$ cat src/rtl/pc_pkg.sv
// Shared next-PC select encoding and default parameter values for the PC sequencer.
package pc_pkg;

    typedef enum logic [2:0] {
        HOLD   = 3'd0,
        RET    = 3'd1,
        CALL   = 3'd2,
        JUMP   = 3'd3,
        BRANCH = 3'd4,
        INC    = 3'd5
    } nxt_sel_t;

    localparam int PC_W_DEF      = 9;
    localparam int OFF_W_DEF     = 9;
    localparam int RAS_DEPTH_DEF = 4;
    localparam int RESET_PC_DEF  = 0;

endpackage

$ cat src/rtl/ras_stack.sv
// Return-address stack: circular LIFO, push overwrites the oldest entry when full.
// Latency: push/pop take effect on the next rising edge; top_dat is combinational from state.
// Backpressure: none; the caller never pushes and pops in the same cycle.
module ras_stack #(
    parameter int DEPTH = 4,
    parameter int W     = 9
) (
    input  logic         clk,
    input  logic         rst_n,
    input  logic         push,
    input  logic         pop,
    input  logic [W-1:0] push_dat,
    output logic [W-1:0] top_dat,
    output logic         empty,
    output logic         full
);

    localparam int AW = $clog2(DEPTH);
    localparam int CW = AW + 1;

    logic [W-1:0]  mem [DEPTH];
    logic [AW-1:0] ptr;
    logic [AW-1:0] top_idx;
    logic [CW-1:0] cnt;

    // ptr names the next free slot; when full that slot holds the oldest entry.
    assign top_idx = ptr - AW'(1);
    assign top_dat = mem[top_idx];
    assign empty   = (cnt == '0);
    assign full    = (cnt == CW'(DEPTH));

    always_ff @(posedge clk) begin
        if (push) begin
            mem[ptr] <= push_dat;
        end
    end

    always_ff @(posedge clk or negedge rst_n) begin
        if (!rst_n) begin
            ptr <= '0;
            cnt <= '0;
        end else if (push) begin
            ptr <= ptr + AW'(1);
            if (!full) begin
                cnt <= cnt + CW'(1);
            end
        end else if (pop && !empty) begin
            ptr <= ptr - AW'(1);
            cnt <= cnt - CW'(1);
        end
    end

endmodule

$ cat src/rtl/pc_sequencer.sv
// Program counter with priority next-PC select (stall>ret>call>jump>branch>inc) and return stack.
// Latency: pc and stack status update one edge after the request.
// Backpressure: stall holds pc, stack and sticky flags for that cycle.
module pc_sequencer
    import pc_pkg::*;
#(
    parameter int PC_W      = PC_W_DEF,
    parameter int OFF_W     = OFF_W_DEF,
    parameter int RAS_DEPTH = RAS_DEPTH_DEF,
    parameter int RESET_PC  = RESET_PC_DEF
) (
    input  logic             clk,
    input  logic             rst_n,
    input  logic             stall,
    input  logic             take_branch,
    input  logic [OFF_W-1:0] offset,
    input  logic             jump,
    input  logic             call,
    input  logic             ret,
    input  logic [PC_W-1:0]  target,
    output logic [PC_W-1:0]  pc,
    output logic             ras_empty,
    output logic             ras_full,
    output logic             ras_overflow,
    output logic             ras_underflow
);

    nxt_sel_t        sel;
    logic [PC_W-1:0] pc_inc;
    logic [PC_W-1:0] pc_nxt;
    logic [PC_W-1:0] off_ext;
    logic [PC_W-1:0] ras_top;

    assign pc_inc = pc + PC_W'(1);

    generate
        if (OFF_W >= PC_W) begin : g_off_trunc
            assign off_ext = offset[PC_W-1:0];
        end else begin : g_off_sext
            assign off_ext = {{(PC_W-OFF_W){offset[OFF_W-1]}}, offset};
        end
    endgenerate

    // A ret on an empty stack degrades to a plain increment.
    always_comb begin
        sel = INC;
        if (stall) begin
            sel = HOLD;
        end else if (ret) begin
            sel = ras_empty ? INC : RET;
        end else if (call) begin
            sel = CALL;
        end else if (jump) begin
            sel = JUMP;
        end else if (take_branch) begin
            sel = BRANCH;
        end
    end

    always_comb begin
        pc_nxt = pc_inc;
        case (sel)
            HOLD:    pc_nxt = pc;
            RET:     pc_nxt = ras_top;
            CALL:    pc_nxt = target;
            JUMP:    pc_nxt = target;
            BRANCH:  pc_nxt = pc + off_ext;
            INC:     pc_nxt = pc_inc;
            default: pc_nxt = pc_inc;
        endcase
    end

    ras_stack #(
        .DEPTH (RAS_DEPTH),
        .W     (PC_W)
    ) u_ras (
        .clk      (clk),
        .rst_n    (rst_n),
        .push     (sel == CALL),
        .pop      (sel == RET),
        .push_dat (pc_inc),
        .top_dat  (ras_top),
        .empty    (ras_empty),
        .full     (ras_full)
    );

    always_ff @(posedge clk or negedge rst_n) begin
        if (!rst_n) begin
            pc            <= PC_W'(RESET_PC);
            ras_overflow  <= 1'b0;
            ras_underflow <= 1'b0;
        end else begin
            pc <= pc_nxt;
            if (sel == CALL && ras_full) begin
                ras_overflow <= 1'b1;
            end
            if (!stall && ret && ras_empty) begin
                ras_underflow <= 1'b1;
            end
        end
    end

endmodule

$ cat config.mk
export PLATFORM = sky130hd
export DESIGN_NAME = pc_sequencer
export DESIGN_NICKNAME = d
export VERILOG_FILES = /design/src/rtl/pc_pkg.sv /design/src/rtl/ras_stack.sv /design/src/rtl/pc_sequencer.sv
export SDC_FILE = /design/constraint.sdc
export NUM_CORES = 1
export LEC_CHECK = 0
export CAP_MARGIN = 40
export CORE_ASPECT_RATIO = 2
export CORE_MARGIN = 2
export CORE_UTILIZATION = 50
export DETAILED_ROUTE_END_ITERATION = 6
export PLACE_DENSITY_LB_ADDON = 0.12
export SETUP_SLACK_MARGIN = 0.1
export SYNTH_ARGS = -nofsm -noshare
export SYNTH_HDL_FRONTEND = slang
export SYNTH_SLANG_ARGS = --single-unit
$ cat constraint.sdc
create_clock -name clk -period 5.1 [get_ports clk]
set_clock_uncertainty 0.2 [all_clocks]
set_input_delay 1.02 -clock clk [delete_from_list [all_inputs] [get_ports clk]]
set_output_delay 1.02 -clock clk [all_outputs]
set_load 0.02 [all_outputs]
==> results of run 1 <==
-- layout by cell type (no fill, tap or decap), types with 3 or more instances in the layout --
| cell type | netlist | layout |
|---|---|---|
| clkdlybuf4s50_1 | 0 | 37 |
| edfxtp_1 | 36 | 36 |
| nor2_1 | 17 | 17 |
| dfrtp_1 | 16 | 16 |
| a21oi_1 | 14 | 14 |
| ha_1 | 13 | 13 |
| inv_1 | 9 | 9 |
| xnor2_1 | 9 | 9 |
| nand2_1 | 9 | 9 |
| mux4_2 | 9 | 9 |
| and3_1 | 8 | 8 |
| o21ai_0 | 8 | 8 |
| xor2_1 | 5 | 5 |
| clkbuf_8 | 0 | 5 |
| nand3_1 | 4 | 4 |
| a221oi_1 | 4 | 4 |
| a31oi_1 | 3 | 3 |
| a222oi_1 | 3 | 3 |
| nor3_1 | 3 | 3 |
| a211oi_1 | 3 | 3 |
-- power by group through the flow --
stage	clock, mW	sequential [mW]	combinational, mW
after global placement	0	0.702	0.723
after floorplan	0	0.700	0.489
after CTS	0.308	0.695	0.741
final	0.302	0.694	0.737
after detailed placement	0	0.704	0.733
after global routing	0.321	0.711	0.809
-- logic make-up after synthesis --
| logic type | after synthesis |
|---|---|
| compound gates | 58 |
| xor+xnor | 14 |
| fa+ha+maj | 15 |
| buf+inv | 15 |
| flops | 52 |
| mux | 11 |
| simple gates | 59 |
-- per-layer routing --
metal | part of all wire, % | track usage [%]
met5 | 0 | 0
met4 | 1.6 | 8.84
met3 | 2.2 | 3.62
met2 | 60 | 41.8
met1 | 36 | 24.8
-- stage by stage --
| step | cell area, um^2 | power, mW | instances |
|---|---|---|---|
| floorplan | 2850 | 1.19 | 224 |
| global placement | 3250 | 1.42 | 315 |
| detailed placement | 3260 | 1.44 | 316 |
| CTS | 3380 | 1.74 | 324 |
| global route | 3380 | 1.84 | 324 |
| finish | 3380 | 1.73 | 324 |
-- cell type report --
type | count | share of cell area (%)
clock buffers | 5 | 2.03
well taps | 60 | 2.22
flip-flops and latches | 52 | 43.8
repair buffers | 38 | 11.3
multi-input cells | 157 | 38.2
clock inverters | 3 | 1.48
inverters | 9 | 0.999
-- path summary, 6_finish.rpt --
path / from / endpoint / slack [ps] / depth (start not counted)
worst max-delay path: stall / u_ras.cnt[1]$_DFFE_PN0P_ / 1740 / 5
worst min-delay path: ras_underflow$_DFFE_PN0P_ / ras_underflow$_DFFE_PN0P_ / 280 / 1
worst max register to register: u_ras.ptr[0]$_DFFE_PN0P_ / pc[0]$_DFFE_PN0P_ / 2000 / 6
worst min register to register: ras_underflow$_DFFE_PN0P_ / ras_underflow$_DFFE_PN0P_ / 280 / 1
max in group asynchronous: rst_n / pc[5]$_DFFE_PN0P_ / 3440 / 2
min in group asynchronous: rst_n / u_ras.cnt[2]$_DFFE_PN0P_ / 810 / 1
-- worst max-delay path, stage by stage --
cell	delay, ps
clkdlybuf4s50_1	820
nor2_1	500
nand2_1	250
o21ai_0	390
mux2_2	380
-- registers in the layout, indices dropped and copies added (netlist names) --
signal and count:
u_ras.mem 36, u_ras.ptr 2, ras_overflow 1, pc 9, u_ras.cnt 3, ras_underflow 1
==> results.json, run 1 <==
{
  "cp_max_fo": 23,
  "root_buffer": "clkbuf_8",
  "die_h_um": 111,
  "clk_pin_slew_ps": 100,
  "clk_path_buf_depth": 2,
  "ios": 38,
  "place_congestion": 0.785,
  "setup_slack_ps": 1740,
  "status": "completed",
  "final_core_util_pct": 61.9,
  "yosys.area_share.simple_pct": 11.5,
  "wirelength_um": 6730,
  "drt-initial-drc-count": 122,
  "holdWs_ps": 278,
  "hold_viol": 0,
  "drc": 0,
  "worst-setup-path-type": "in2reg",
  "synth_compound_area_share_pct": 14.5,
  "cp-end-kind": "register",
  "fin_setup_tns_ps": 0,
  "maxCapViolCount": 0,
  "p_switching_mw": 0.654,
  "initial_core_util_pct": 52.1,
  "grt_pass1_vias": 2092,
  "synth_fa_ha_area_share_pct": 7.11,
  "ys_top_cells_by_count": "edfxtp_1, nor2_1, dfrtp_1, a21oi_1, ha_1",
  "n_antenna_cell": 0,
  "leakagePower_nw": 1.28,
  "cts_tree": "done",
  "synth_sequential_area_ratio_pct": 52.0,
  "die_w_um": 57.4,
  "yosys_warnings": 0,
  "drt_first_pass_iters": 4,
  "netlist_top_cells_area": "edfxtp_1, dfrtp_1, mux4_2",
  "cts_hold_buffers": 0,
  "cts-resized-gates": 0,
  "grt.total_usage_pct": 22.7,
  "port_buffers": 37,
  "grt_antenna_before_repair": 0,
  "place.detailed.hpwl_um": 5050,
  "synth_top_family_by_area": "compound AO/OA/AOI/OAI gates",
  "grt_remaining_overflow": 0,
  "relSlewSlack_pct": 37.1,
  "synth_top_area_share_pct": 37.9,
  "drtAntennaViolNets": 0,
  "p_sw_share_pct": 37.7,
  "synth_cells": 224,
  "grt_pass1_wl_um": 10800,
  "cts_buffers": 5,
  "synth_edf_count": 36,
  "wire_per_inst_um": 20.8,
  "syn-cell-area_um2": 2850,
  "synthArstFlopShare_pct": 30.8,
  "arrival_ps": 3360,
  "worst_pin_slew_ps": 944,
  "fin_crit_sh_pct": 65.8,
  "drive_gt1_share_pct": 11.4,
  "pwr-share-clk_pct": 17.4,
  "start_kind": "input pin",
  "setup_viol": 0,
  "grt_setup_unrepaired": "false",
  "yosys.area.top_type": "edfxtp_1",
  "peakVddDrop_mv": 0.448,
  "min_path_type": "reg2reg",
  "synth_top_flop_cell": "edfxtp_1",
  "synth.distinct_cells": 58,
  "final-seq-area_um2": 1480,
  "nets": 303,
  "syn_nets": 264,
  "max_freq_ghz": 0.298,
  "vias": 1992,
  "vias_per_cell": 6.15,
  "grt_start_max_net_pins": 24,
  "combPwrFrac_pct": 42.5,
  "insertion_delay_ps": 310,
  "area_delta_synth_final_pct": 18.7,
  "seq_power_share_pct": 40.0,
  "muxShareOfSynthArea_pct": 7.86,
  "preCtsSetupSlack_ps": 1430,
  "synth_xor_area_share_pct": 4.30,
  "ys_ff_latch": 52,
  "cp.required_ps": 5110,
  "core_um2": 5470,
  "postSynthAreaPerCell_um2": 12.7,
  "rows": 38,
  "fillerInstances": 469,
  "p_int_mw": 1.08,
  "cts_setup_buffers": 0,
  "die_area_um2": 6350,
  "cts_max_level": 2,
  "power_density_nw_per_um2": 513,
  "clock-sinks": 52,
  "multi_input_area_um2": 1290,
  "period_needed_ps": 3360,
  "yosysMostFrequentCell": "edfxtp_1",
  "slew_viol_final": 0
}
Power figures use the tool's default switching activity.
==> run 2, diff against run 1 <==
==> constraint.sdc (replaced) <==
create_clock -name clk -period 3.5 [get_ports clk]
set_clock_uncertainty 0.2 [all_clocks]
set_input_delay 0.7 -clock clk [delete_from_list [all_inputs] [get_ports clk]]
set_output_delay 0.7 -clock clk [all_outputs]
set_load 0.02 [all_outputs]
==> run 2 against run 1 <==
Sequential cell count stayed put. Die area unchanged. Global-route usage is 0.90 points lower.
==> results.json, run 2 (synthesis results as in run 1) <==
{
  "status": "completed",
  "die_h_um": 111,
  "place.detailed.hpwl_um": 5070,
  "holdWs_ps": 283,
  "grt_setup_unrepaired": "false",
  "grt_antenna_before_repair": 0,
  "n_antenna_cell": 0,
  "cp_slowest_stage_delay_ps": 460,
  "fin_cells": 330,
  "cp-end-kind": "register",
  "dp.cells": 322,
  "die_w_um": 57.4,
  "port_buffers": 37,
  "fin_setup_tns_ps": 0,
  "worst_pin_slew_ps": 695,
  "grt_start_max_net_pins": 17,
  "hold_viol": 0,
  "maxCapViolCount": 0,
  "vias_per_cell": 6.14,
  "p_switching_mw": 0.923,
  "setup_viol": 0,
  "place_congestion": 0.799,
  "leakagePower_nw": 1.32,
  "preCtsSetupSlack_ps": 281,
  "combPwrFrac_pct": 42.5,
  "fin_area_um2": 3470,
  "relSlewSlack_pct": 53.4,
  "grt_remaining_overflow": 0,
  "cts_tree": "done",
  "grt_pass1_vias": 2051,
  "worst_path_max_delay_cell": "clkdlybuf4s50_1",
  "cts_hold_buffers": 0,
  "ios": 38,
  "arrival_ps": 2830,
  "period_needed_ps": 2830,
  "grt.total_usage_pct": 21.8,
  "grt_pass1_wl_um": 10200,
  "cts-resized-gates": 0,
  "biggestRegsByFlops": "u_ras.mem x36, pc x9, u_ras.cnt x3",
  "worst-setup-path-type": "in2reg",
  "initial_core_util_pct": 52.1,
  "cts_buffers": 5,
  "drive_gt1_share_pct": 13.3,
  "cts_max_level": 2,
  "min_path_type": "reg2reg",
  "clk_path_buf_depth": 2,
  "vias": 2027,
  "drtAntennaViolNets": 0,
  "pwr-share-clk_pct": 20.9,
  "wire_per_inst_um": 19.9,
  "rows": 38,
  "insertion_delay_ps": 300,
  "p_int_mw": 1.74,
  "placed_area_um2": 3310,
  "start_kind": "input pin",
  "core_um2": 5470,
  "top_register": "u_ras.mem",
  "die_area_um2": 6350,
  "power_density_nw_per_um2": 767,
  "peakVddDrop_mv": 0.502,
  "drt_first_pass_iters": 4,
  "final_common_cell": "clkdlybuf4s50_1",
  "slew_viol_final": 0,
  "drc": 0,
  "nets": 309,
  "cp.required_ps": 3500,
  "setup_slack_ps": 666,
  "final_cell_mix": "clkdlybuf4s50_1, edfxtp_1, nor2_1",
  "drt-initial-drc-count": 92,
  "final-seq-area_um2": 1480,
  "largest_reg_flops": 36,
  "clk_pin_slew_ps": 90,
  "fillerInstances": 433,
  "final_core_util_pct": 63.5,
  "p_sw_share_pct": 34.7,
  "max_freq_ghz": 0.353,
  "crit_chain": "clkdlybuf4s50_1 > ha_1 > inv_1 > fa_1 > nand2b_1 > a211oi_1 > or3_1 > a21oi_1 > o22a_1",
  "clock-sinks": 52,
  "cts_setup_buffers": 0,
  "cp_max_fo": 3,
  "wirelength_um": 6550,
  "power_mw": 2.66,
  "fin_crit_sh_pct": 81.0,
  "multi_input_area_um2": 1290,
  "root_buffer": "clkbuf_8",
  "area_delta_synth_final_pct": 21.8,
  "seq_power_share_pct": 36.6
}
[run 2: cell types whose count changed in the layout (fill, tap and decap cells not counted)]
cell and delta:
inv_8 -1, bufinv_16 +2, buf_8 +1, buf_4 +6
inv_6 -1, buf_6 -1
[run 2: worst max-delay path: cells and delay by family]
kind / cells / cell delay, ps
AND/OR/NAND/NOR: 2 / 360
buffers and inverters: 2 / 530
adder cells (fa/ha/maj): 2 / 590
AO/OA/AOI/OAI: 3 / 660
[run 2: cell type report]
type	instances	share of cell area, %
clock inverter	3	2.60
timing repair buffer	44	12.4
multi-input combinational	157	37.2
tap	60	2.16
sequential	52	42.7
inverter	9	0.973
clock buffer	5	1.98
[run 2: power by group through the flow]
stage	Sequential (mW)	Combinational [mW]	Clock, mW
2_1_floorplan	1.02	0.713	0
3_3_place_gp	0.986	1.12	0
3_5_place_dp	0.990	1.13	0
4_1_cts	0.977	1.14	0.565
5_1_grt	0.997	1.24	0.596
6_report	0.975	1.13	0.555
[run 2: per-layer routing]
layer	vias up	GRT usage [%]	routed length (um)
met3	11	2.33	251
li1	967	-	-
met5	-	0	0
met4	0	11.0	190
met1	984	23.3	2300
met2	65	40.1	3810
[run 2: path summary, 6_finish.rpt]
path / from / endpoint / slack, ps / depth (start not counted)
worst min register to register: ras_overflow$_DFFE_PN0P_ / ras_overflow$_DFFE_PN0P_ / 280 / 1
worst min-delay path: ras_overflow$_DFFE_PN0P_ / ras_overflow$_DFFE_PN0P_ / 280 / 1
max in group asynchronous: rst_n / pc[5]$_DFFE_PN0P_ / 2190 / 2
min in group asynchronous: rst_n / u_ras.ptr[0]$_DFFE_PN0P_ / 490 / 1
worst max-delay path: offset[0] / pc[8]$_DFFE_PN0P_ / 670 / 9
worst max register to register: pc[0]$_DFFE_PN0P_ / pc[8]$_DFFE_PN0P_ / 920 / 8
